$ cat src/rtl/video_stream_player.sv
// video_stream_player
// Pulls pixels from a ready/valid source and replays them as camera-style
// vsync/href/pixel timing for num_frames frames, with configurable sync,
// gap, blanking and drain periods. It also counts the consumer's dut_valid
// strobes over the run and flags a count mismatch and any source underrun.
//
// Ports:
//   clk, rst          clock, synchronous active-high reset
//   start, num_frames one-cycle run request, frame count sampled on accept
//   src_valid/data    pixel source (never stalled; src_ready = in LINE)
//   src_ready         pixel consumed this cycle
//   vsync, href,      registered camera timing to the consumer
//   pixel_out
//   dut_valid         consumer output strobe, counted while busy
//   busy, done        run in progress, one-cycle end-of-run pulse
//   frame_idx         current frame, 0-based
//   out_count         saturating dut_valid count for this run
//   count_mismatch    out_count != EXP_PER_FRAME*num_frames, latched at done
//   underrun          sticky: source empty during an active pixel
module video_stream_player #(
  parameter int IMG_WIDTH     = 640,
  parameter int IMG_HEIGHT    = 480,
  parameter int PIXEL_WIDTH   = 16,
  parameter int VSYNC_LEN     = 1,
  parameter int VSYNC_GAP     = 1,
  parameter int H_BLANK       = 2,
  parameter int V_BLANK       = 160,
  parameter int DRAIN_CYCLES  = 2560,
  parameter int EXP_PER_FRAME = (IMG_HEIGHT - 2) * (IMG_WIDTH - 1),
  parameter int CNT_WIDTH     = 32
) (
  input  logic                   clk,
  input  logic                   rst,
  input  logic                   start,
  input  logic [15:0]            num_frames,
  input  logic                   src_valid,
  input  logic [PIXEL_WIDTH-1:0] src_data,
  output logic                   src_ready,
  output logic                   vsync,
  output logic                   href,
  output logic [PIXEL_WIDTH-1:0] pixel_out,
  input  logic                   dut_valid,
  output logic                   busy,
  output logic                   done,
  output logic [15:0]            frame_idx,
  output logic [CNT_WIDTH-1:0]   out_count,
  output logic                   count_mismatch,
  output logic                   underrun
);

  typedef enum logic [2:0] {
    S_IDLE, S_VSYNC, S_VGAP, S_LINE, S_HBLANK, S_VBLANK, S_DRAIN, S_DONE
  } state_t;

  state_t                 state_q, state_d;
  logic [31:0]            ph_q, ph_d;
  logic [15:0]            row_q, row_d;
  logic [15:0]            nf_q, nf_d;
  logic [15:0]            frame_idx_q, frame_idx_d;
  logic [CNT_WIDTH-1:0]   out_count_q, out_count_d;
  logic                   underrun_q, underrun_d;
  logic                   mismatch_q, mismatch_d;
  logic                   vsync_q, vsync_d;
  logic                   href_q, href_d;
  logic [PIXEL_WIDTH-1:0] pixel_q, pixel_d;
  logic                   done_q, done_d;
  logic                   busy_q, busy_d;

  state_t                 eof_state, eol_state;
  logic                   ph_last, last_row, more_frames;
  logic [CNT_WIDTH-1:0]   exp_total;

  // Dwell time of each timed state; IDLE/DONE are single-cycle.
  function automatic logic [31:0] state_len(input state_t s);
    case (s)
      S_VSYNC:  return 32'(VSYNC_LEN);
      S_VGAP:   return 32'(VSYNC_GAP);
      S_LINE:   return 32'(IMG_WIDTH);
      S_HBLANK: return 32'(H_BLANK);
      S_VBLANK: return 32'(V_BLANK);
      S_DRAIN:  return 32'(DRAIN_CYCLES);
      default:  return 32'd1;
    endcase
  endfunction

  function automatic logic [CNT_WIDTH-1:0] sat_inc(input logic [CNT_WIDTH-1:0] v);
    return (&v) ? v : v + 1'b1;
  endfunction

  // Modulo-2^CNT_WIDTH product, so truncating num_frames first is exact.
  assign exp_total = CNT_WIDTH'(EXP_PER_FRAME) * CNT_WIDTH'(nf_q);

  // Source is consumed unconditionally in LINE; never during reset.
  assign src_ready = (state_q == S_LINE) && !rst;

  always_comb begin
    state_d     = state_q;
    ph_d        = ph_q;
    row_d       = row_q;
    nf_d        = nf_q;
    frame_idx_d = frame_idx_q;
    out_count_d = out_count_q;
    underrun_d  = underrun_q;
    mismatch_d  = mismatch_q;

    ph_last     = (ph_q == state_len(state_q) - 32'd1);
    last_row    = (row_q == 16'(IMG_HEIGHT - 1));
    more_frames = ((frame_idx_q + 16'd1) < nf_q);
    // Zero-length blanking/drain periods fall straight through to the
    // following state, so the exit chain is resolved here.
    eof_state   = more_frames ? S_VSYNC : ((DRAIN_CYCLES > 0) ? S_DRAIN : S_DONE);
    eol_state   = !last_row ? S_LINE : ((V_BLANK > 0) ? S_VBLANK : eof_state);

    // Registered timing outputs follow the current state one cycle later.
    vsync_d = (state_q == S_VSYNC);
    href_d  = (state_q == S_LINE);
    pixel_d = ((state_q == S_LINE) && src_valid) ? src_data : '0;
    done_d  = (state_q == S_DONE);
    busy_d  = (state_q != S_IDLE);

    if (state_q != S_IDLE && dut_valid) out_count_d = sat_inc(out_count_q);
    if (state_q == S_LINE && !src_valid) underrun_d = 1'b1;

    case (state_q)
      S_IDLE: begin
        if (start) begin
          nf_d        = num_frames;
          out_count_d = '0;
          underrun_d  = 1'b0;
          mismatch_d  = 1'b0;
          frame_idx_d = '0;
          row_d       = '0;
          ph_d        = '0;
          state_d     = (num_frames != 16'd0) ? S_VSYNC : S_DONE;
        end
      end
      S_DONE: begin
        mismatch_d = (out_count_d != exp_total);
        state_d    = S_IDLE;
      end
      default: begin
        if (ph_last) begin
          ph_d = '0;
          case (state_q)
            S_VSYNC:  state_d = (VSYNC_GAP > 0) ? S_VGAP : S_LINE;
            S_VGAP:   state_d = S_LINE;
            S_LINE:   state_d = (H_BLANK > 0) ? S_HBLANK : eol_state;
            S_HBLANK: state_d = eol_state;
            S_VBLANK: state_d = eof_state;
            default:  state_d = S_DONE;
          endcase
          if ((state_q == S_LINE || state_q == S_HBLANK) && state_d == S_LINE)
            row_d = row_q + 16'd1;
          if (state_d == S_VSYNC) begin
            row_d       = '0;
            frame_idx_d = frame_idx_q + 16'd1;
          end
        end else begin
          ph_d = ph_q + 32'd1;
        end
      end
    endcase
  end

  // State and output register stage
  always_ff @(posedge clk) begin
    if (rst) begin
      state_q     <= S_IDLE;
      ph_q        <= '0;
      row_q       <= '0;
      nf_q        <= '0;
      frame_idx_q <= '0;
      out_count_q <= '0;
      underrun_q  <= 1'b0;
      mismatch_q  <= 1'b0;
      vsync_q     <= 1'b0;
      href_q      <= 1'b0;
      pixel_q     <= '0;
      done_q      <= 1'b0;
      busy_q      <= 1'b0;
    end else begin
      state_q     <= state_d;
      ph_q        <= ph_d;
      row_q       <= row_d;
      nf_q        <= nf_d;
      frame_idx_q <= frame_idx_d;
      out_count_q <= out_count_d;
      underrun_q  <= underrun_d;
      mismatch_q  <= mismatch_d;
      vsync_q     <= vsync_d;
      href_q      <= href_d;
      pixel_q     <= pixel_d;
      done_q      <= done_d;
      busy_q      <= busy_d;
    end
  end

  assign vsync          = vsync_q;
  assign href           = href_q;
  assign pixel_out      = pixel_q;
  assign done           = done_q;
  assign busy           = busy_q;
  assign frame_idx      = frame_idx_q;
  assign out_count      = out_count_q;
  assign count_mismatch = mismatch_q;
  assign underrun       = underrun_q;

endmodule
$ cat config.mk
export PLATFORM = sky130hd
export DESIGN_NAME = video_stream_player
export DESIGN_NICKNAME = d
export VERILOG_FILES = /design/src/rtl/video_stream_player.sv
export SDC_FILE = /design/constraint.sdc
export NUM_CORES = 1
export LEC_CHECK = 0
export CAP_MARGIN = 25
export CORE_MARGIN = 2
export CORE_UTILIZATION = 50
export CTS_CLUSTER_DIAMETER = 60
export DETAILED_ROUTE_END_ITERATION = 7
export HOLD_SLACK_MARGIN = 0.06
export PLACE_DENSITY = 0.8
export SYNTH_ARGS = -nofsm -noshare
export SYNTH_HDL_FRONTEND = slang
export SYNTH_SLANG_ARGS = --single-unit
$ cat constraint.sdc
create_clock -name clk -period 7.5 [get_ports clk]
set_input_delay 1.5 -clock clk [delete_from_list [all_inputs] [get_ports clk]]
set_output_delay 1.5 -clock clk [all_outputs]
set_load 0.02 [all_outputs]
-- Word level (Yosys, flattened, before mapping)
Cells that the tools add are included.
- flip-flop bits (word level): 137
- bits of input ports: 37
- output and inout bits: 71
- word-level logic and storage cells: 90
- add/sub/neg operators: 5
- multiply operators: 1
- $lt $le $gt $ge: 1
- eq/ne operators: 13
- multiplexer cells: 30
- bitwise operators: 2
- reductions and logical operators: 25
- operators with widths (operator ; number):
    32-bit two-way mux ; 6
    16-bit two-way mux ; 6
    32-bit by 1-bit adder with 32-bit output (second input constant) ; 2
    16-bit case mux with 2 select lines ; 2
    32-bit case mux with 2 select lines ; 1
    12-bit case mux with 4 select lines ; 1
    16-bit by 1-bit adder with 16-bit output (second input constant) ; 2
    32-bit == test ; 1
    32-bit != test ; 1
    32-bit AND reduction ; 1
    32-bit by 1-bit subtractor with 32-bit output (second input constant) ; 1
    18-bit by 16-bit multiplier with 31-bit output (first input constant) ; 1
    3-bit two-way mux ; 7
    16-bit by 9-bit == test with 1-bit output (second input constant) ; 1
    16-bit less-than comparator ; 1
    16-bit nonzero test ; 1
    3-bit case mux with 5 select lines ; 1
    3-bit == test (second input constant) ; 4
    3-bit by 2-bit == test with 1-bit output (second input constant) ; 3
    3-bit nonzero test ; 3
    2-bit AND reduction ; 4
    4-bit AND reduction ; 2
    3-bit by 1-bit == test with 1-bit output (second input constant) ; 2
    3-bit case mux with 2 select lines ; 1
    other kinds (10) ; 22

-- Longest topological paths before layout
Gate-level depths: netlist (run 1).
- depth after elaboration: 12
- gate-level depth with buffers: 21
- gate-level depth less buffers: 21

-- Worst setup path after synthesis (run 1)
Ideal clock, no wire load.
- path type: register to register
- from: register nf_q[11]
- to: register mismatch_q, in the netlist count_mismatch
- setup time: 127 ps
- arrival time: 5456 ps
- data required time: 7373 ps
- path slack: 1917 ps
- stages on the path, launching flop included: 21
- buffers on the path: 0
- cells stage by stage: dfxtp_1 > ha_1 > fa_1 > inv_1 > fa_1 > inv_1 > fa_1 > inv_1 > fa_1 > inv_1 > ha_1 > nor3_1 > nand2_1 > or3_1 > a221oi_1 > xor2_1 > xnor2_1 > o21ai_0 > or4_1 > nor4_1 > a21oi_1
- longest elaborated chain between the ends: 3
- RTL lines (element ; RTL line ; source):
    start: declaration ; 58 ; logic [15:0] nf_q, nf_d;
    start signal: assignment ; 185 ; nf_q <= nf_d;
    18-bit by 16-bit multiplier with 31-bit output ; 91 ; assign exp_total = CNT_WIDTH'(EXP_PER_FRAME) * CNT_WIDTH'(nf_q);
    32-bit != test ; 138 ; mismatch_d = (out_count_d != exp_total);
    1-bit case mux with 2 select lines ; 124 ; case (state_q)
    end signal: assignment ; 189 ; mismatch_q <= mismatch_d;
    end: declaration ; 62 ; logic mismatch_q, mismatch_d;
No other way between the ends.
A chain may end at the register's enable or synchronous reset.

-- Worst setup path after layout (run 1)
Ends and elaborated chain as after synthesis.

==> summary.txt, run 1 <==
Run status
  • Status: completed

Placement
  • Dpl cells: 1636
  • Final Wtd Congestion: 0.9125
  • PortBufs: approximately 110
  • Post-DP HPWL: between 20000 and 25000 µm

Route
  • Vias: approximately 9500
  • DRC: 0
  • Starting DRT DRC Count: 567
  • Antenna Violating Nets Remaining: 0
  • Mean number of vias per cell: 5.704
  • Routed wire length: 27950 µm
  • Drt wl/cell: 16.76 µm
  • 1st-pass router iterations: 5

STA
  • Worst Hold Slack: approximately 0.5 ns
  • Count of final setup violators: 0
  • Tmin final: between 6 and 7 ns
  • Max Clk Rate: 161.2 MHz
  • Post-Route Setup TNS: 0 ns
  • Period utilization: 0.8273
  • Worst-margin pin slew: 0.8881 ns
  • Final Slew Violations: 0
  • Setup Skew: slightly below 0.009 ns
  • RSZ-0062 raised after global routing: false
  • Final hold viol count: 0
  • Headroom to the max-slew limit: 0.4053

Yosys
  • Area share of the largest cell type after synthesis: 0.2472
  • Netlist Area Pre-Place: approximately 11000 µm²
  • Flop and latch count out of synthesis: 137
  • Post-synth EDFFs: 0
  • Count of cell types in the netlist: 81
  • Synth cell count leaders: 137 x dfxtp_1, 133 x ha_1, 133 x inv_1, 104 x nand2_1, 97 x nor2_1
  • Ys flop type: dfxtp_1
  • Sequential fraction of the synthesis area: 0.2472
  • Post-Syn Nets: 1509
  • YS warnings: 0
  • Post-synthesis instance total: 1287
  • Leading area contributor after synthesis: dfxtp_1
  • Syn Area/Cell: 8.619 µm²
  • Leading post-synthesis cells by cell area: dfxtp_1 25%, ha_1 15%, fa_1 9.4%, xnor2_1 5.8%, xor2_1 4.8%
  • Asr flop ratio synth: 0
  • Most numerous cell in the Yosys netlist: dfxtp_1

Die
  • Die width: roughly 150 µm
  • Top Ports: 108
  • Initial Util: 0.5083
  • Die area: 23390 µm²
  • Placeable Area: 21820 µm²
  • Chip height: 153.0 µm
  • Row count: 54

Pwr
  • Leakage: 5.602 nW
  • Pwr Total: 3.642 mW
  • Power density cells: around 280 nW/µm²
  • VDD IR max: around 0.18 mV

GRT
  • Number of global-route vias before repair: 9369
  • Largest net degree at the start of global routing: 39
  • Initial antenna violation count: 0
  • Gr ovfl total: 0
  • First-pass GRT wire length: 46890 µm
  • GR Util All Layers: 0.2415

Worst setup path
  • WP data arrival: 6.51 ns
  • CP endpoint kind: flip-flop
  • Startpoint types: flip-flop
  • Worst endpoint required time: 7.81 ns
  • Crit path kind: reg -> reg
  • Crit path max fanout: 8

Clock tree
  • CTS Sinks: 137
  • CTS clk-pin slew, worst paths: 0.07 ns
  • Clock root cell: clkbuf_16
  • Longest Clk Path Bufs: 2
  • Post-CTS resize count: 0
  • CTS tree: done
  • CTS Buf Count: 17
  • Clock latency on the worst-skew pair: roughly 0.43 ns
  • Post-CTS setup buffers: 0
  • Cts hold-fix bufs: 0
  • H-tree depth: 4

Flow run
  • Maxcap violations: 0

Min path
  • HP Class: reg -> reg

Finish
  • Layout area overhead: 16.75%
  • # diodes: 0
  • Layout Cells excl Fill: 1668
  • Share of layout cells above drive strength 1: 0.04971
  • Net count, final: between 1500 and 2000
worst max-delay path, stage by stage (launching register included):
cell and delay [ns]:
dfxtp_1 0.55, ha_1 0.32, fa_1 0.51, inv_1 0.07, fa_1 0.53, inv_1 0.06, fa_1 0.53, inv_1 0.05
fa_1 0.53, inv_1 0.04, ha_1 0.22, nor3_1 0.35, nand2_1 0.08, or3_1 0.32, a221oi_1 0.53, xor2_1 0.22
xnor2_1 0.13, o21ai_0 0.08, or4_1 0.51, nor4_1 0.34, a21oi_1 0.11
worst paths after layout:
kind | start | endpoint | slack [ns] | cells past startpoint
max | nf_q[11]$_SDFFE_PP0P_ | count_mismatch$_SDFFE_PP0P_ | 1.30 | 20
max reg2reg | nf_q[11]$_SDFFE_PP0P_ | count_mismatch$_SDFFE_PP0P_ | 1.30 | 20
min reg2reg | row_q[1]$_SDFFE_PP0P_ | row_q[1]$_SDFFE_PP0P_ | 0.51 | 2
min | row_q[1]$_SDFFE_PP0P_ | row_q[1]$_SDFFE_PP0P_ | 0.51 | 2
cell usage in the layout, fill, tap and decap left out, types with 7 or more instances in the layout:
master | netlist | routed
nand4_1 | 31 | 31
nor3_1 | 28 | 28
and3_1 | 34 | 34
or3_1 | 11 | 11
nand3_1 | 57 | 57
xnor2_1 | 73 | 73
nor2_1 | 97 | 97
nor2b_1 | 18 | 18
xor2_1 | 61 | 61
clkdlybuf4s50_1 | 0 | 107
o21a_1 | 8 | 8
o21ai_0 | 36 | 36
nor4_1 | 21 | 20
nand2_1 | 104 | 104
fa_1 | 52 | 52
a21o_1 | 11 | 11
a31oi_1 | 7 | 7
and2_1 | 8 | 8
a21oi_1 | 54 | 54
clkbuf_16 | 0 | 17
inv_1 | 133 | 133
ha_1 | 133 | 133
a22o_1 | 11 | 11
dfxtp_1 | 137 | 137
routing by layer:
| metal | part of all wire | up-vias | GRT usage |
|---|---|---|---|
| met5 | 0 | - | 0 |
| met4 | 0.020 | 0 | 0.06790 |
| met3 | 0.052 | 47 | 0.04536 |
| met2 | 0.49 | 289 | 0.4192 |
| met1 | 0.44 | 4536 | 0.3075 |
| li1 | - | 4642 | - |
area by class of cell:
class | count | area [µm²]
Multi-Input combinational cell | 976 | 7650
Clock inverter | 14 | 186.4
Inverter | 133 | 499.2
Fill cell | 1916 | 8872
Timing Repair Buffer | 110 | 1094
Sequential cell | 137 | 2743
Clock buffer | 18 | 429.2
Tap cell | 280 | 350.3
sequential cells by signal (all words and copies together), names as in the netlist:
register	count
row_q	16
busy	1
ph_q	32
done	1
nf_q	16
pixel_out	16
underrun	1
count_mismatch	1
state_q	3
out_count	32
href	1
frame_idx	16
vsync	1
logic make-up after synthesis:
group / Yosys count / synth area share
xor+xnor: 135 / 0.1079
fa+ha+maj: 185 / 0.2439
mux: 6 / 0.005414
simple gates: 455 / 0.2092
flops: 137 / 0.2472
compound gates: 195 / 0.1226
buf+inv: 174 / 0.06373
power by group:
group / internal [mW] / total (mW) / switching, mW
registers: 0.762 / 0.849 / 0.0864
clock network: 0.532 / 0.890 / 0.358
logic: 0.796 / 1.90 / 1.11
total: 2.09 / 3.64 / 1.55
through the flow:
stage          cell area (µm²)    util  worst slack [ns]
4_1_cts                  12950  0.5935             1.326
5_1_grt                  12950  0.5935            0.9424
3_5_place_dp             12340  0.5652             1.327
2_1_floorplan            11090       -             1.917
3_3_place_gp             12340  0.5652             1.575
6_report                 12950  0.5935             1.295
(Power assumes the default switching activity.)
==> run 2: changes to the inputs <==
==> constraint.sdc (replaced) <==
create_clock -name clk -period 6.2 [get_ports clk]
set_input_delay 1.24 -clock clk [delete_from_list [all_inputs] [get_ports clk]]
set_output_delay 1.24 -clock clk [all_outputs]
set_load 0.02 [all_outputs]
==> run 2 against run 1 <==
Global-route usage is 0.87 points lower. Largest cell class unchanged. Wire length decreased by 2.2%. Largest power group unchanged. Critical path depth unchanged. Die area stayed put. Critical path type unchanged.
==> summary.txt, run 2 (synthesis gave the netlist of run 1 again) <==
Route
  • Drt wl/cell: 16.33 µm (was 16.76 µm)
  • Starting DRT DRC Count: 628 (was 567)
  • Mean number of vias per cell: 5.701 (was 5.704)
  • DRC: 0 (unchanged)
  • Routed wire length: 27350 µm (was 27950 µm)
  • Vias: 9550 (was 9514)
  • 1st-pass router iterations: 5 (unchanged)
  • Antenna Violating Nets Remaining: 0 (unchanged)

Pwr
  • P_int: 2.548 mW (was 2.090 mW)
  • Combinational power share: 0.523 (was 0.522)
  • VDD IR max: 0.2057 mV (was 0.1849 mV)
  • Flop pwr share: 0.230 (was 0.233)
  • Clk pwr share: 0.247 (was 0.244)
  • Power density cells: 337.9 nW/µm² (was 281.2 nW/µm²)
  • Switch share: 0.4207 (was 0.4260)
  • NetSw: 1.851 mW (was 1.551 mW)
  • Leakage: 5.650 nW (was 5.602 nW)

Die
  • Row count: 54 (unchanged)
  • Top Ports: 108 (unchanged)
  • Initial Util: 0.5083 (unchanged)
  • Die width: 153.0 µm (unchanged)
  • Chip height: 153.0 µm (unchanged)
  • Die area: 23390 µm² (unchanged)
  • Placeable Area: 21820 µm² (unchanged)

STA
  • Final Slew Violations: 0 (unchanged)
  • Headroom to the max-slew limit: 0.3822 (was 0.4053)
  • Worst Hold Slack: 0.4943 ns (was 0.5052 ns)
  • Count of final setup violators: 0 (unchanged)
  • Period utilization: 0.9367 (was 0.8273)
  • Setup Skew: 0.02102 ns (was 0.008892 ns)
  • Final hold viol count: 0 (unchanged)
  • Max Clk Rate: 172.2 MHz (was 161.2 MHz)
  • RSZ-0062 raised after global routing: false (unchanged)
  • Post-Route Setup TNS: 0 ns (unchanged)
  • Tmin final: 5.808 ns (was 6.205 ns)
  • Worst-margin pin slew: 0.9227 ns (was 0.8881 ns)

Clock tree
  • Clock root cell: clkbuf_16 (unchanged)
  • Clock latency on the worst-skew pair: 0.43 ns (about the same)
  • Cts hold-fix bufs: 0 (unchanged)
  • Post-CTS resize count: 0 (unchanged)
  • CTS tree: done (unchanged)
  • Longest Clk Path Bufs: 2 (unchanged)
  • H-tree depth: 4 (unchanged)
  • CTS Buf Count: 17 (unchanged)
  • CTS Sinks: 137 (unchanged)
  • Post-CTS setup buffers: 0 (unchanged)
  • CTS clk-pin slew, worst paths: 0.06 ns (was 0.07 ns)

Finish
  • Most frequent cells in the layout: 137 x dfxtp_1, 133 x inv_1, 133 x ha_1 (unchanged)
  • # diodes: 0 (unchanged)
  • Commonest non-fill, non-tap cell in the layout: dfxtp_1 (unchanged)
  • Area of the multi-input gates: 7656 µm² (was 7650 µm²)
  • Share of layout cells above drive strength 1: 0.05520 (was 0.04971)
  • FF+latch area: 2743 µm² (unchanged)
  • Fin area: 13020 µm² (was 12950 µm²)
  • Fill cell count: 1843 (was 1916)
  • Layout area overhead: 17.36% (was 16.75%)
  • Net count, final: 1604 (was 1597)

GRT
  • GR Util All Layers: 0.2329 (was 0.2415)
  • Gr ovfl total: 0 (unchanged)
  • First-pass GRT wire length: 45250 µm (was 46890 µm)
  • Number of global-route vias before repair: 9339 (was 9369)
  • Initial antenna violation count: 0 (unchanged)
  • Largest net degree at the start of global routing: 39 (unchanged)

Min path
  • HP Class: reg -> reg (unchanged)
  • Hold_sp: underrun$_SDFF_PP0_ (was row_q[1]$_SDFFE_PP0P_)

Worst setup path
  • Startpoint types: flip-flop (unchanged)
  • Worst endpoint required time: 6.49 ns (was 7.81 ns)
  • RR Startpoint: nf_q[11]$_SDFFE_PP0P_ (unchanged)
  • Crit path kind: reg -> reg (unchanged)
  • Crit path max fanout: 3 (was 8)
  • CP endpoint kind: flip-flop (unchanged)
  • Critical path launch point: nf_q[11]$_SDFFE_PP0P_ (unchanged)
  • WP data arrival: 6.10 ns (was 6.51 ns)

Placement
  • Post-DP HPWL: 21320 µm (was 21650 µm)
  • PortBufs: 107 (unchanged)
  • Placed cell areas: 12390 µm² (was 12340 µm²)
  • Final Wtd Congestion: 0.9369 (was 0.9125)

Flow run
  • Maxcap violations: 0 (unchanged)

Run status
  • Status: completed (unchanged)
-- run 2: changes by cell type in the layout (fill, tap and decap cells not counted) --
cell,before,now
clkinvlp_4,2,1
inv_8,1,2
clkbuf_8,0,1
inv_6,5,4
buf_4,3,10
a221oi_1,2,1
a221oi_2,0,1
-- run 2: layout make-up --
cell class	instances	share of cell area
Multi-Input combinational cell	976	0.5881
Sequential cell	137	0.2107
Clock buffer	19	0.03402
Inverter	133	0.03835
Tap cell	280	0.02691
Timing Repair Buffer	117	0.08803
Clock inverter	13	0.01394
-- run 2: metrics by stage --
step | utilization | setup slack, ns | power (mW) | cells
CTS | 0.5963 | 0.2904 | 4.414 | 1675
finish | 0.5965 | 0.3925 | 4.399 | 1675
global route | 0.5965 | 0.1087 | 4.741 | 1675
detailed placement | 0.5677 | 0.3035 | 3.298 | 1643
floorplan | - | 0.6173 | 2.825 | 1287
global placement | 0.5677 | 0.5123 | 3.261 | 1643
-- run 2: layer usage --
metal,global-route usage,vias up,part of all wire
li1,-,4661,-
met1,0.2985,4591,0.44
met2,0.3991,248,0.49
met3,0.03856,50,0.048
met4,0.07937,0,0.023
met5,0,-,0
-- run 2: worst max-delay path, cell delays in order, from the launching register on --
cell and delay [ns]:
dfxtp_1 0.32, ha_1 0.31, fa_1 0.50, inv_1 0.06
fa_1 0.53, inv_1 0.05, fa_1 0.53, inv_1 0.06
fa_1 0.54, inv_1 0.05, ha_1 0.21, nor3_1 0.32
nand2_1 0.08, or3_1 0.33, a221oi_2 0.34, xor2_1 0.21
xnor2_1 0.13, o21ai_0 0.09, or4_1 0.53, nor4_1 0.36
a21oi_1 0.11
-- run 2: power groups by stage --
| stage | Sequential [mW] | Clock, mW | Combinational, mW |
|---|---|---|---|
| final | 1.01 | 1.09 | 2.30 |
| after global routing | 1.02 | 1.14 | 2.59 |
| after CTS | 1.01 | 1.10 | 2.30 |
| after detailed placement | 1.03 | 0 | 2.27 |
| after global placement | 1.03 | 0 | 2.24 |
| after floorplan | 0.999 | 0 | 1.83 |
-- run 2: final timing paths --
path              cells after the start                          end  slack, ns
setup / recovery                     20  count_mismatch$_SDFFE_PP0P_       0.39
hold / removal                        2          underrun$_SDFF_PP0_       0.49
setup reg to reg                     20  count_mismatch$_SDFFE_PP0P_       0.39
hold reg to reg                       2          underrun$_SDFF_PP0_       0.49
